<file path="src/rtl/vram_arbiter_if.sv">
// Bundle of the display, CPU and memory-side signals around the VRAM arbiter.
// The arbiter takes the slave view; clients and the memory model take the master view.
interface vram_arbiter_if #(
    parameter int ADDRESS_WIDTH = 10,
    parameter int DATA_WIDTH    = 8
);
    logic                     disp_req;
    logic [ADDRESS_WIDTH-1:0] disp_addr;
    logic                     disp_gnt;
    logic                     disp_rvalid;
    logic [DATA_WIDTH-1:0]    disp_rdata;

    logic                     cpu_rd_req;
    logic [ADDRESS_WIDTH-1:0] cpu_rd_addr;
    logic                     cpu_rd_gnt;
    logic                     cpu_rvalid;
    logic [DATA_WIDTH-1:0]    cpu_rdata;

    logic                     cpu_wr_req;
    logic [ADDRESS_WIDTH-1:0] cpu_wr_addr;
    logic [DATA_WIDTH-1:0]    cpu_wr_data;
    logic                     cpu_wr_ready;
    logic                     wr_hold;
    logic                     wr_fifo_empty;

    logic [ADDRESS_WIDTH-1:0] mem_read_addr;
    logic                     mem_read_enable;
    logic [DATA_WIDTH-1:0]    mem_read_data;
    logic [ADDRESS_WIDTH-1:0] mem_write_addr;
    logic                     mem_write_enable;
    logic [DATA_WIDTH-1:0]    mem_write_data;

    modport slave (
        input  disp_req, disp_addr,
        output disp_gnt, disp_rvalid, disp_rdata,
        input  cpu_rd_req, cpu_rd_addr,
        output cpu_rd_gnt, cpu_rvalid, cpu_rdata,
        input  cpu_wr_req, cpu_wr_addr, cpu_wr_data, wr_hold,
        output cpu_wr_ready, wr_fifo_empty,
        output mem_read_addr, mem_read_enable,
        input  mem_read_data,
        output mem_write_addr, mem_write_enable, mem_write_data
    );

    modport master (
        output disp_req, disp_addr,
        input  disp_gnt, disp_rvalid, disp_rdata,
        output cpu_rd_req, cpu_rd_addr,
        input  cpu_rd_gnt, cpu_rvalid, cpu_rdata,
        output cpu_wr_req, cpu_wr_addr, cpu_wr_data, wr_hold,
        input  cpu_wr_ready, wr_fifo_empty,
        input  mem_read_addr, mem_read_enable,
        output mem_read_data,
        input  mem_write_addr, mem_write_enable, mem_write_data
    );
endinterface

</file>
<file path="src/rtl/vram_arbiter.sv">
// Shares one VRAM (registered read port + write port) between display fetch and CPU:
// display-priority reads with a CPU starvation guard, and a buffered CPU write FIFO.
module vram_arbiter #(
    parameter int ADDRESS_WIDTH   = 10,
    parameter int DATA_WIDTH      = 8,
    parameter int FIFO_DEPTH_LOG2 = 2,
    parameter int MAX_WAIT        = 15
) (
    input  logic          clk,
    input  logic          reset_n,
    vram_arbiter_if.slave bus
);
    localparam int FIFO_DEPTH = 1 << FIFO_DEPTH_LOG2;
    localparam int STARVE_W   = (MAX_WAIT > 0) ? $clog2(MAX_WAIT + 1) : 1;
    localparam logic [STARVE_W-1:0]      STARVE_MAX = STARVE_W'(MAX_WAIT);
    localparam logic [STARVE_W-1:0]      STARVE_ONE = STARVE_W'(1);
    localparam logic [FIFO_DEPTH_LOG2:0] PTR_ONE    = (FIFO_DEPTH_LOG2 + 1)'(1);

    // Write FIFO state
    logic [FIFO_DEPTH_LOG2:0]   wr_ptr_q, wr_ptr_d;
    logic [FIFO_DEPTH_LOG2:0]   rd_ptr_q, rd_ptr_d;
    logic [ADDRESS_WIDTH-1:0]   fifo_addr_q [FIFO_DEPTH];
    logic [ADDRESS_WIDTH-1:0]   fifo_addr_d [FIFO_DEPTH];
    logic [DATA_WIDTH-1:0]      fifo_data_q [FIFO_DEPTH];
    logic [DATA_WIDTH-1:0]      fifo_data_d [FIFO_DEPTH];
    logic [FIFO_DEPTH_LOG2-1:0] wr_idx;
    logic [FIFO_DEPTH_LOG2-1:0] rd_idx;
    logic                       fifo_empty;
    logic                       fifo_full;
    logic                       push;
    logic                       pop;

    // Read arbitration state
    logic [STARVE_W-1:0] starve_cnt_q, starve_cnt_d;
    logic                disp_rvalid_q, disp_rvalid_d;
    logic                cpu_rvalid_q, cpu_rvalid_d;
    logic                cpu_eligible;
    logic                starve_override;
    logic                disp_gnt;
    logic                cpu_gnt;

    assign wr_idx = wr_ptr_q[FIFO_DEPTH_LOG2-1:0];
    assign rd_idx = rd_ptr_q[FIFO_DEPTH_LOG2-1:0];

    // Extra pointer MSB distinguishes full from empty when the index bits match.
    assign fifo_empty = (wr_ptr_q == rd_ptr_q);
    assign fifo_full  = (wr_ptr_q[FIFO_DEPTH_LOG2] != rd_ptr_q[FIFO_DEPTH_LOG2]) &&
                        (wr_idx == rd_idx);

    // Readiness is purely !full so it never depends on the same-cycle pop.
    assign push = bus.cpu_wr_req && !fifo_full;
    assign pop  = !fifo_empty && !bus.wr_hold;

    always_comb begin
        wr_ptr_d    = wr_ptr_q;
        rd_ptr_d    = rd_ptr_q;
        fifo_addr_d = fifo_addr_q;
        fifo_data_d = fifo_data_q;
        if (push) begin
            fifo_addr_d[wr_idx] = bus.cpu_wr_addr;
            fifo_data_d[wr_idx] = bus.cpu_wr_data;
            wr_ptr_d            = wr_ptr_q + PTR_ONE;
        end
        if (pop) begin
            rd_ptr_d = rd_ptr_q + PTR_ONE;
        end
    end

    always_ff @(posedge clk or negedge reset_n) begin
        if (!reset_n) begin
            wr_ptr_q <= '0;
            rd_ptr_q <= '0;
        end else begin
            wr_ptr_q <= wr_ptr_d;
            rd_ptr_q <= rd_ptr_d;
        end
    end

    // Entry storage carries no reset; validity is defined by the pointers alone.
    always_ff @(posedge clk) begin
        fifo_addr_q <= fifo_addr_d;
        fifo_data_q <= fifo_data_d;
    end

    assign bus.cpu_wr_ready     = !fifo_full;
    assign bus.wr_fifo_empty    = fifo_empty;
    assign bus.mem_write_enable = pop;
    assign bus.mem_write_addr   = fifo_addr_q[rd_idx];
    assign bus.mem_write_data   = fifo_data_q[rd_idx];

    // A CPU read is only eligible once every accepted write has reached memory,
    // so a write accepted alongside the read grant lands after the read.
    assign cpu_eligible    = bus.cpu_rd_req && fifo_empty;
    assign starve_override = (MAX_WAIT != 0) && cpu_eligible && (starve_cnt_q == STARVE_MAX);
    assign disp_gnt        = bus.disp_req && !starve_override;
    assign cpu_gnt         = cpu_eligible && !disp_gnt;

    always_comb begin
        starve_cnt_d = starve_cnt_q;
        if (cpu_gnt || !bus.cpu_rd_req) begin
            starve_cnt_d = '0;
        end else if (cpu_eligible && disp_gnt && (starve_cnt_q != STARVE_MAX)) begin
            starve_cnt_d = starve_cnt_q + STARVE_ONE;
        end
    end

    // Stage boundary: grant cycle T -> read data cycle T+1
    always_comb begin
        disp_rvalid_d = disp_gnt;
        cpu_rvalid_d  = cpu_gnt;
    end

    always_ff @(posedge clk or negedge reset_n) begin
        if (!reset_n) begin
            starve_cnt_q  <= '0;
            disp_rvalid_q <= 1'b0;
            cpu_rvalid_q  <= 1'b0;
        end else begin
            starve_cnt_q  <= starve_cnt_d;
            disp_rvalid_q <= disp_rvalid_d;
            cpu_rvalid_q  <= cpu_rvalid_d;
        end
    end

    assign bus.disp_gnt        = disp_gnt;
    assign bus.cpu_rd_gnt      = cpu_gnt;
    assign bus.mem_read_enable = disp_gnt || cpu_gnt;
    assign bus.mem_read_addr   = disp_gnt ? bus.disp_addr : bus.cpu_rd_addr;

    // The memory's registered output belongs to whichever requester was granted last cycle.
    assign bus.disp_rvalid = disp_rvalid_q;
    assign bus.disp_rdata  = bus.mem_read_data;
    assign bus.cpu_rvalid  = cpu_rvalid_q;
    assign bus.cpu_rdata   = bus.mem_read_data;

    a_one_grant: assert property (@(posedge clk) disable iff (!reset_n)
        !(disp_gnt && cpu_gnt));
    a_no_overflow: assert property (@(posedge clk) disable iff (!reset_n)
        !(push && fifo_full));
    a_cpu_read_ordered: assert property (@(posedge clk) disable iff (!reset_n)
        cpu_gnt |-> fifo_empty);
endmodule

</file>
<file path="src/flat_wrapper.sv">
// flat-port wrapper written by rule: the top's interface ports become plain ports
module vram_arbiter_flat 
#(
    parameter int ADDRESS_WIDTH   = 10,
    parameter int DATA_WIDTH      = 8,
    parameter int FIFO_DEPTH_LOG2 = 2,
    parameter int MAX_WAIT        = 15
)
  (clk, reset_n, bus_disp_req, bus_disp_addr, bus_disp_gnt, bus_disp_rvalid, bus_disp_rdata, bus_cpu_rd_req, bus_cpu_rd_addr, bus_cpu_rd_gnt, bus_cpu_rvalid, bus_cpu_rdata, bus_cpu_wr_req, bus_cpu_wr_addr, bus_cpu_wr_data, bus_wr_hold, bus_cpu_wr_ready, bus_wr_fifo_empty, bus_mem_read_addr, bus_mem_read_enable, bus_mem_read_data, bus_mem_write_addr, bus_mem_write_enable, bus_mem_write_data);
  vram_arbiter_if #(.ADDRESS_WIDTH(ADDRESS_WIDTH), .DATA_WIDTH(DATA_WIDTH)) bus_i ();
  input  logic clk;
  input  logic reset_n;
  input wire logic [$bits(bus_i.disp_req)-1:0] bus_disp_req;
  input wire logic [$bits(bus_i.disp_addr)-1:0] bus_disp_addr;
  output wire logic [$bits(bus_i.disp_gnt)-1:0] bus_disp_gnt;
  output wire logic [$bits(bus_i.disp_rvalid)-1:0] bus_disp_rvalid;
  output wire logic [$bits(bus_i.disp_rdata)-1:0] bus_disp_rdata;
  input wire logic [$bits(bus_i.cpu_rd_req)-1:0] bus_cpu_rd_req;
  input wire logic [$bits(bus_i.cpu_rd_addr)-1:0] bus_cpu_rd_addr;
  output wire logic [$bits(bus_i.cpu_rd_gnt)-1:0] bus_cpu_rd_gnt;
  output wire logic [$bits(bus_i.cpu_rvalid)-1:0] bus_cpu_rvalid;
  output wire logic [$bits(bus_i.cpu_rdata)-1:0] bus_cpu_rdata;
  input wire logic [$bits(bus_i.cpu_wr_req)-1:0] bus_cpu_wr_req;
  input wire logic [$bits(bus_i.cpu_wr_addr)-1:0] bus_cpu_wr_addr;
  input wire logic [$bits(bus_i.cpu_wr_data)-1:0] bus_cpu_wr_data;
  input wire logic [$bits(bus_i.wr_hold)-1:0] bus_wr_hold;
  output wire logic [$bits(bus_i.cpu_wr_ready)-1:0] bus_cpu_wr_ready;
  output wire logic [$bits(bus_i.wr_fifo_empty)-1:0] bus_wr_fifo_empty;
  output wire logic [$bits(bus_i.mem_read_addr)-1:0] bus_mem_read_addr;
  output wire logic [$bits(bus_i.mem_read_enable)-1:0] bus_mem_read_enable;
  input wire logic [$bits(bus_i.mem_read_data)-1:0] bus_mem_read_data;
  output wire logic [$bits(bus_i.mem_write_addr)-1:0] bus_mem_write_addr;
  output wire logic [$bits(bus_i.mem_write_enable)-1:0] bus_mem_write_enable;
  output wire logic [$bits(bus_i.mem_write_data)-1:0] bus_mem_write_data;
  assign bus_i.disp_req = bus_disp_req;
  assign bus_i.disp_addr = bus_disp_addr;
  assign bus_disp_gnt = bus_i.disp_gnt;
  assign bus_disp_rvalid = bus_i.disp_rvalid;
  assign bus_disp_rdata = bus_i.disp_rdata;
  assign bus_i.cpu_rd_req = bus_cpu_rd_req;
  assign bus_i.cpu_rd_addr = bus_cpu_rd_addr;
  assign bus_cpu_rd_gnt = bus_i.cpu_rd_gnt;
  assign bus_cpu_rvalid = bus_i.cpu_rvalid;
  assign bus_cpu_rdata = bus_i.cpu_rdata;
  assign bus_i.cpu_wr_req = bus_cpu_wr_req;
  assign bus_i.cpu_wr_addr = bus_cpu_wr_addr;
  assign bus_i.cpu_wr_data = bus_cpu_wr_data;
  assign bus_i.wr_hold = bus_wr_hold;
  assign bus_cpu_wr_ready = bus_i.cpu_wr_ready;
  assign bus_wr_fifo_empty = bus_i.wr_fifo_empty;
  assign bus_mem_read_addr = bus_i.mem_read_addr;
  assign bus_mem_read_enable = bus_i.mem_read_enable;
  assign bus_i.mem_read_data = bus_mem_read_data;
  assign bus_mem_write_addr = bus_i.mem_write_addr;
  assign bus_mem_write_enable = bus_i.mem_write_enable;
  assign bus_mem_write_data = bus_i.mem_write_data;
  vram_arbiter #(.ADDRESS_WIDTH(ADDRESS_WIDTH), .DATA_WIDTH(DATA_WIDTH), .FIFO_DEPTH_LOG2(FIFO_DEPTH_LOG2), .MAX_WAIT(MAX_WAIT)) u_core (.clk(clk), .reset_n(reset_n), .bus(bus_i));
endmodule
</file>
<file path="config.mk">
export PLATFORM = sky130hd
export DESIGN_NAME = vram_arbiter_flat
export DESIGN_NICKNAME = d
export VERILOG_FILES = /design/src/rtl/vram_arbiter_if.sv /design/src/rtl/vram_arbiter.sv /design/src/flat_wrapper.sv
export SDC_FILE = /design/constraint.sdc
export NUM_CORES = 1
export LEC_CHECK = 0
export CELL_PAD_IN_SITES_DETAIL_PLACEMENT = 0
export CELL_PAD_IN_SITES_GLOBAL_PLACEMENT = 1
export CORE_MARGIN = 1.5
export CORE_UTILIZATION = 42
export DETAILED_ROUTE_END_ITERATION = 8
export HOLD_SLACK_MARGIN = 0.15
export PLACE_DENSITY = 0.92
export SYNTH_ARGS = -nofsm -noshare
export SYNTH_HDL_FRONTEND = slang
export SYNTH_SLANG_ARGS = --single-unit
</file>
<file path="constraint.sdc">
create_clock -name clk -period 4.1 [get_ports clk]
set_clock_uncertainty 0.1 [all_clocks]
set_input_delay 1.23 -clock clk [delete_from_list [all_inputs] [get_ports clk]]
set_output_delay 1.23 -clock clk [all_outputs]
set_load 0.02 [all_outputs]
</file>
**Word-level counts from Yosys, hierarchy flattened**

Index checks and enable logic that the tools add are counted.
Widths: inputs -> output; s select.

- Output and inout port bits: 52
- Register bits: 84
- Word-level logic and storage cells: 60

- Eq/ne operators: 5
- Reductions and logical operators: 19
- $lt $le $gt $ge: 3
- Mux-type cells: 15
- Bitwise gates (word level): 2
- $add $sub $neg: 3

Operators by type and width:

| cell | number |
|---|---|
| $bwmux 40 | 1 |
| $mux 10 | 4 |
| $bwmux 32 | 1 |
| $mux 8 | 3 |
| $bmux 10 s2 | 1 |
| $demux 10 s2 | 1 |
| $bmux 8 s2 | 1 |
| $demux 8 s2 | 1 |
| $logic_and 1x1->1 | 10 |
| $mux 4 | 2 |
| $add 3x1->3 const B | 2 |
| $ge 3x3->1 const B | 2 |
| $logic_not 1->1 | 6 |
| $not 2->3 | 2 |
| $add 4x1->4 const B | 1 |
| $eq 4x4->1 const B | 1 |
| $ne 4x4->1 const B | 1 |
| $eq 3x3->1 | 1 |
| $lt 3x1->1 const B | 1 |
| $eq 2x2->1 | 1 |
| $logic_or 1x1->1 | 2 |
| $reduce_bool 2->1 | 1 |
| $ne 1x1->1 | 1 |

**Logic depth before layout (Yosys ltp)**

- Depth in word-level cells: 9
- Gate-level depth with buffers: 5
- Depth with buffers taken out: 5

**Worst setup path after synthesis**

No wires, ideal clock.

- Kind: input to output
- From: input bus_cpu_rd_req
- To: output bus_mem_read_addr[0]
- Required time: 2.770 ns
- Slack: 0.610 ns
- Path buffers: 2
- Stages: 5
- Arrival: 2.160 ns
- Cells stage by stage: clkbuf_2 nand4_1 o21ai_2 buf_6 mux2_4

- Cells in the longest elaborated chain, start to end: 5

RTL lines:

| item | RTL line | RTL |
|---|---|---|
| from (decl) | flat_wrapper.sv:18 | `input wire logic [$bits(bus_i.cpu_rd_req)-1:0] bus_cpu_rd_req;` |
| $logic_and 1x1->1 | vram_arbiter.sv:93 | `assign cpu_eligible = bus.cpu_rd_req && fifo_empty;` |
| $logic_and 1x1->1 | vram_arbiter.sv:94 | `assign starve_override = (MAX_WAIT != 0) && cpu_eligible && (starve_cnt_q == STARVE_MAX);` |
| $logic_not 1->1 | vram_arbiter.sv:95 | `assign disp_gnt = bus.disp_req && !starve_override;` |
| $logic_and 1x1->1 | vram_arbiter.sv:95 |  |
| $mux 10 | vram_arbiter.sv:128 | `assign bus.mem_read_addr = disp_gnt ? bus.disp_addr : bus.cpu_rd_addr;` |
| to (decl) | flat_wrapper.sv:29 | `output wire logic [$bits(bus_i.mem_read_addr)-1:0] bus_mem_read_addr;` |

Every way passes these cells.

**Final worst setup path**

- From: input bus_disp_req
- To: output bus_mem_read_enable

- Cells in the longest elaborated chain, start to end: 4

RTL lines:

| item | RTL line | RTL |
|---|---|---|
| from (decl) | flat_wrapper.sv:13 | `input wire logic [$bits(bus_i.disp_req)-1:0] bus_disp_req;` |
| $logic_and 1x1->1 (*) | vram_arbiter.sv:95 |  |
| $logic_not 1->1 | vram_arbiter.sv:96 | `assign cpu_gnt = cpu_eligible && !disp_gnt;` |
| $logic_and 1x1->1 | vram_arbiter.sv:96 |  |
| $logic_or 1x1->1 (*) | vram_arbiter.sv:127 | `assign bus.mem_read_enable = disp_gnt \|\| cpu_gnt;` |
| to (decl) | flat_wrapper.sv:30 | `output wire logic [$bits(bus_i.mem_read_enable)-1:0] bus_mem_read_enable;` |

Mark *: on every way between the ends. The rest lies on a longest branch, timed or not.

==> metrics.cfg <==
[status]
status=finished clean

[sta]
post-route-period-util_pct=95.5
post-route-min-period_ps=3920
hold_viol_final=0
slew_headroom_pct=61.9
tightest_slew_ps=569
fmax_mhz=255
holdWs_ps=404
rsz0062_at_grt=no
setup_viol=0
tns_ps=0
drv_slew=0

[clocking]
cts_hold_buf=0
htree_levels=3
cts_buffers=9
clock_sinks=84
insertion_delay_ps=340
cts_root_buf=clkbuf_8
clkTransAtPathRegs_ps=80
cts_tree=built
clockBufferDepth=2

[floorplanning]
die_x_um=95.2
start_util_pct=43.4
core_area_um2=8220
die_area_um2=9060
die_height_um=95.2
rows=33
num_io_pins=104

[cells_and_area]
fin_nets=322
diodes=0
syn_to_final_growth_pct=29.2
layout-drive-gt1-share_pct=26.1
fin_cells=373

[grt]
overflow=0
grt_pass1_vias=1972
grt_antenna_before_repair=0
grtUsageTotal_pct=15.2
grt_pass1_wl_um=9890
grt_max_degree=21

[min_path]
min_path_cells=1
hold_class=reg2reg

[setup_path]
cp-end-kind=primary output
worst-setup-path-type=in2out
crit_path_start_kind=primary input
path_max_fanout=6
cp_data_required_time_ps=2770
worstPathArrival_ps=2590
reg2regPathDepth=5

[routing]
wl_per_cell_um=16.9
dr.pass1.iters=4
wl_um=6310
viasPerCell=4.99
drt_iter0_markers=54
routed-via-count=1863
drc=0
ant_nets=0

[place]
place_congestion=0.741
numPortBuffers=79
place_hpwl_um=4130
dp.cells=356

[yosys]
synth_area_um2=3570
ys_types=32
ys_ff_latch=84
ys.flop_type=edfxtp_1
synth_edf_count=72
async_flop_share_pct=14.3
synth_top_area_share_pct=60.6
syn_inst=185
netlist_top_cells_count=edfxtp_1 (72), buf_4 (18), mux4_2 (18)
synth_top_area_cell=edfxtp_1
synth_most_common_cell=edfxtp_1
yosysSeqAreaShare_pct=69.0
avgSynthCellArea_um2=19.3
syn_nets=243
yosys-top-cells-area=edfxtp_1 (61%), mux4_2 (11%), dfrtp_1 (8.4%)
yosys_warnings=0

[pwr]
powerDensity_nw_per_um2=674
leakage_nw=1.71
vdd.ir_drop.worst_v=0.000335

[run]
max_cap_viol_count=0

[registers in the layout, indices dropped and copies added (netlist names)]
signal	count
u_core.wr_ptr_q	3
u_core.rd_ptr_q	3
u_core.starve_cnt_q	4
u_core.bus.cpu_rvalid	1
u_core.fifo_addr_q	40
u_core.fifo_data_q	32
u_core.bus.disp_rvalid	1
[cell usage in the layout (no fill, tap or decap), types with 2 or more instances in the layout]
cell type and n:
inv_1 4, xnor2_2 2, mux2_4 9, nand2_1 7
a21boi_0 2, buf_2 8, clkbuf_8 9, mux2_2 3
ha_1 6, and3_1 5, clkinv_1 2, nand4_1 2
dlymetal6s2s_1 2, nand3_1 3, edfxtp_1 72, xor2_1 4
mux4_2 18, dfrtp_1 12, buf_4 11, clkdlybuf4s50_1 66
bufinv_16 2
[what timing repair did]
action,4_1_cts,5_1_grt
gates resized for setup,31,15
pin swaps,0,2
cloned,0,1
setup buffers,1,0
endpoints found under the setup margin,11,10
[worst max-delay path, stage by stage]
cell,delay [ps]
clkdlybuf4s50_1,530
buf_4,160
a21o_1,80
clkdlybuf4s50_1,590
[report_power, final]
group	internal [mW]	switching (mW)	leakage [nW]	total [mW]
logic	0.631	0.649	0.801	1.28
clock network	0.334	0.272	0.100	0.607
registers	1.15	0.0729	0.811	1.22
[cells by family after synthesis]
kind of cell / synth area share, %
XOR/XNOR: 2.14
buffers and inverters: 5.05
multiplexers: 16.1
AO/OA/AOI/OAI: 1.61
flip-flops: 69.0
AND/OR/NAND/NOR: 4.03
adder cells (fa/ha/maj): 2.10
[metrics by stage]
stage,worst slack [ps],area (um^2),util (%),power (mW)
floorplan,610,3570,-,2.05
global placement,-245,4410,53.7,2.51
detailed placement,-291,4410,53.7,2.54
CTS,5.77,4630,56.4,3.15
global route,123,4610,56.1,3.29
finish,183,4610,56.1,3.11
[layout make-up]
class / count / area, um^2
Timing Repair Buffer: 90 / 862
Inverter: 5 / 18.8
Clock inverter: 6 / 80.1
Tap cell: 105 / 131
Fill cell: 643 / 3600
Sequential cell: 84 / 2460
Multi-Input combinational cell: 74 / 935
Clock buffer: 9 / 124
[path summary, 6_finish.rpt]
| path | start | endpoint | slack [ps] |
|---|---|---|---|
| hold / removal | u_core.wr_ptr_q[2]$_DFFE_PN0P_ | u_core.wr_ptr_q[2]$_DFFE_PN0P_ | 400 |
| max in group asynchronous | reset_n | u_core.rd_ptr_q[0]$_DFFE_PN0P_ | 2370 |
| setup / recovery | bus_disp_req | bus_mem_read_enable | 180 |
| hold reg to reg | u_core.wr_ptr_q[2]$_DFFE_PN0P_ | u_core.wr_ptr_q[2]$_DFFE_PN0P_ | 400 |
| min in group asynchronous | reset_n | u_core.bus.cpu_rvalid$_DFF_PN0_ | 1140 |
| setup reg to reg | u_core.wr_ptr_q[0]$_DFFE_PN0P_ | u_core.wr_ptr_q[2]$_DFFE_PN0P_ | 2300 |
[routing by layer]
metal | share of wire (%) | GRT usage [%] | routed length (um) | vias to the layer above
li1 | - | - | - | 868
met1 | 43 | 19.5 | 2720 | 941
met2 | 51 | 24.3 | 3250 | 47
met3 | 4.4 | 5.02 | 279 | 7
met4 | 1.1 | 4.85 | 72 | 0
met5 | 0 | 0 | 0 | -
Power figures use the tool's default switching activity.
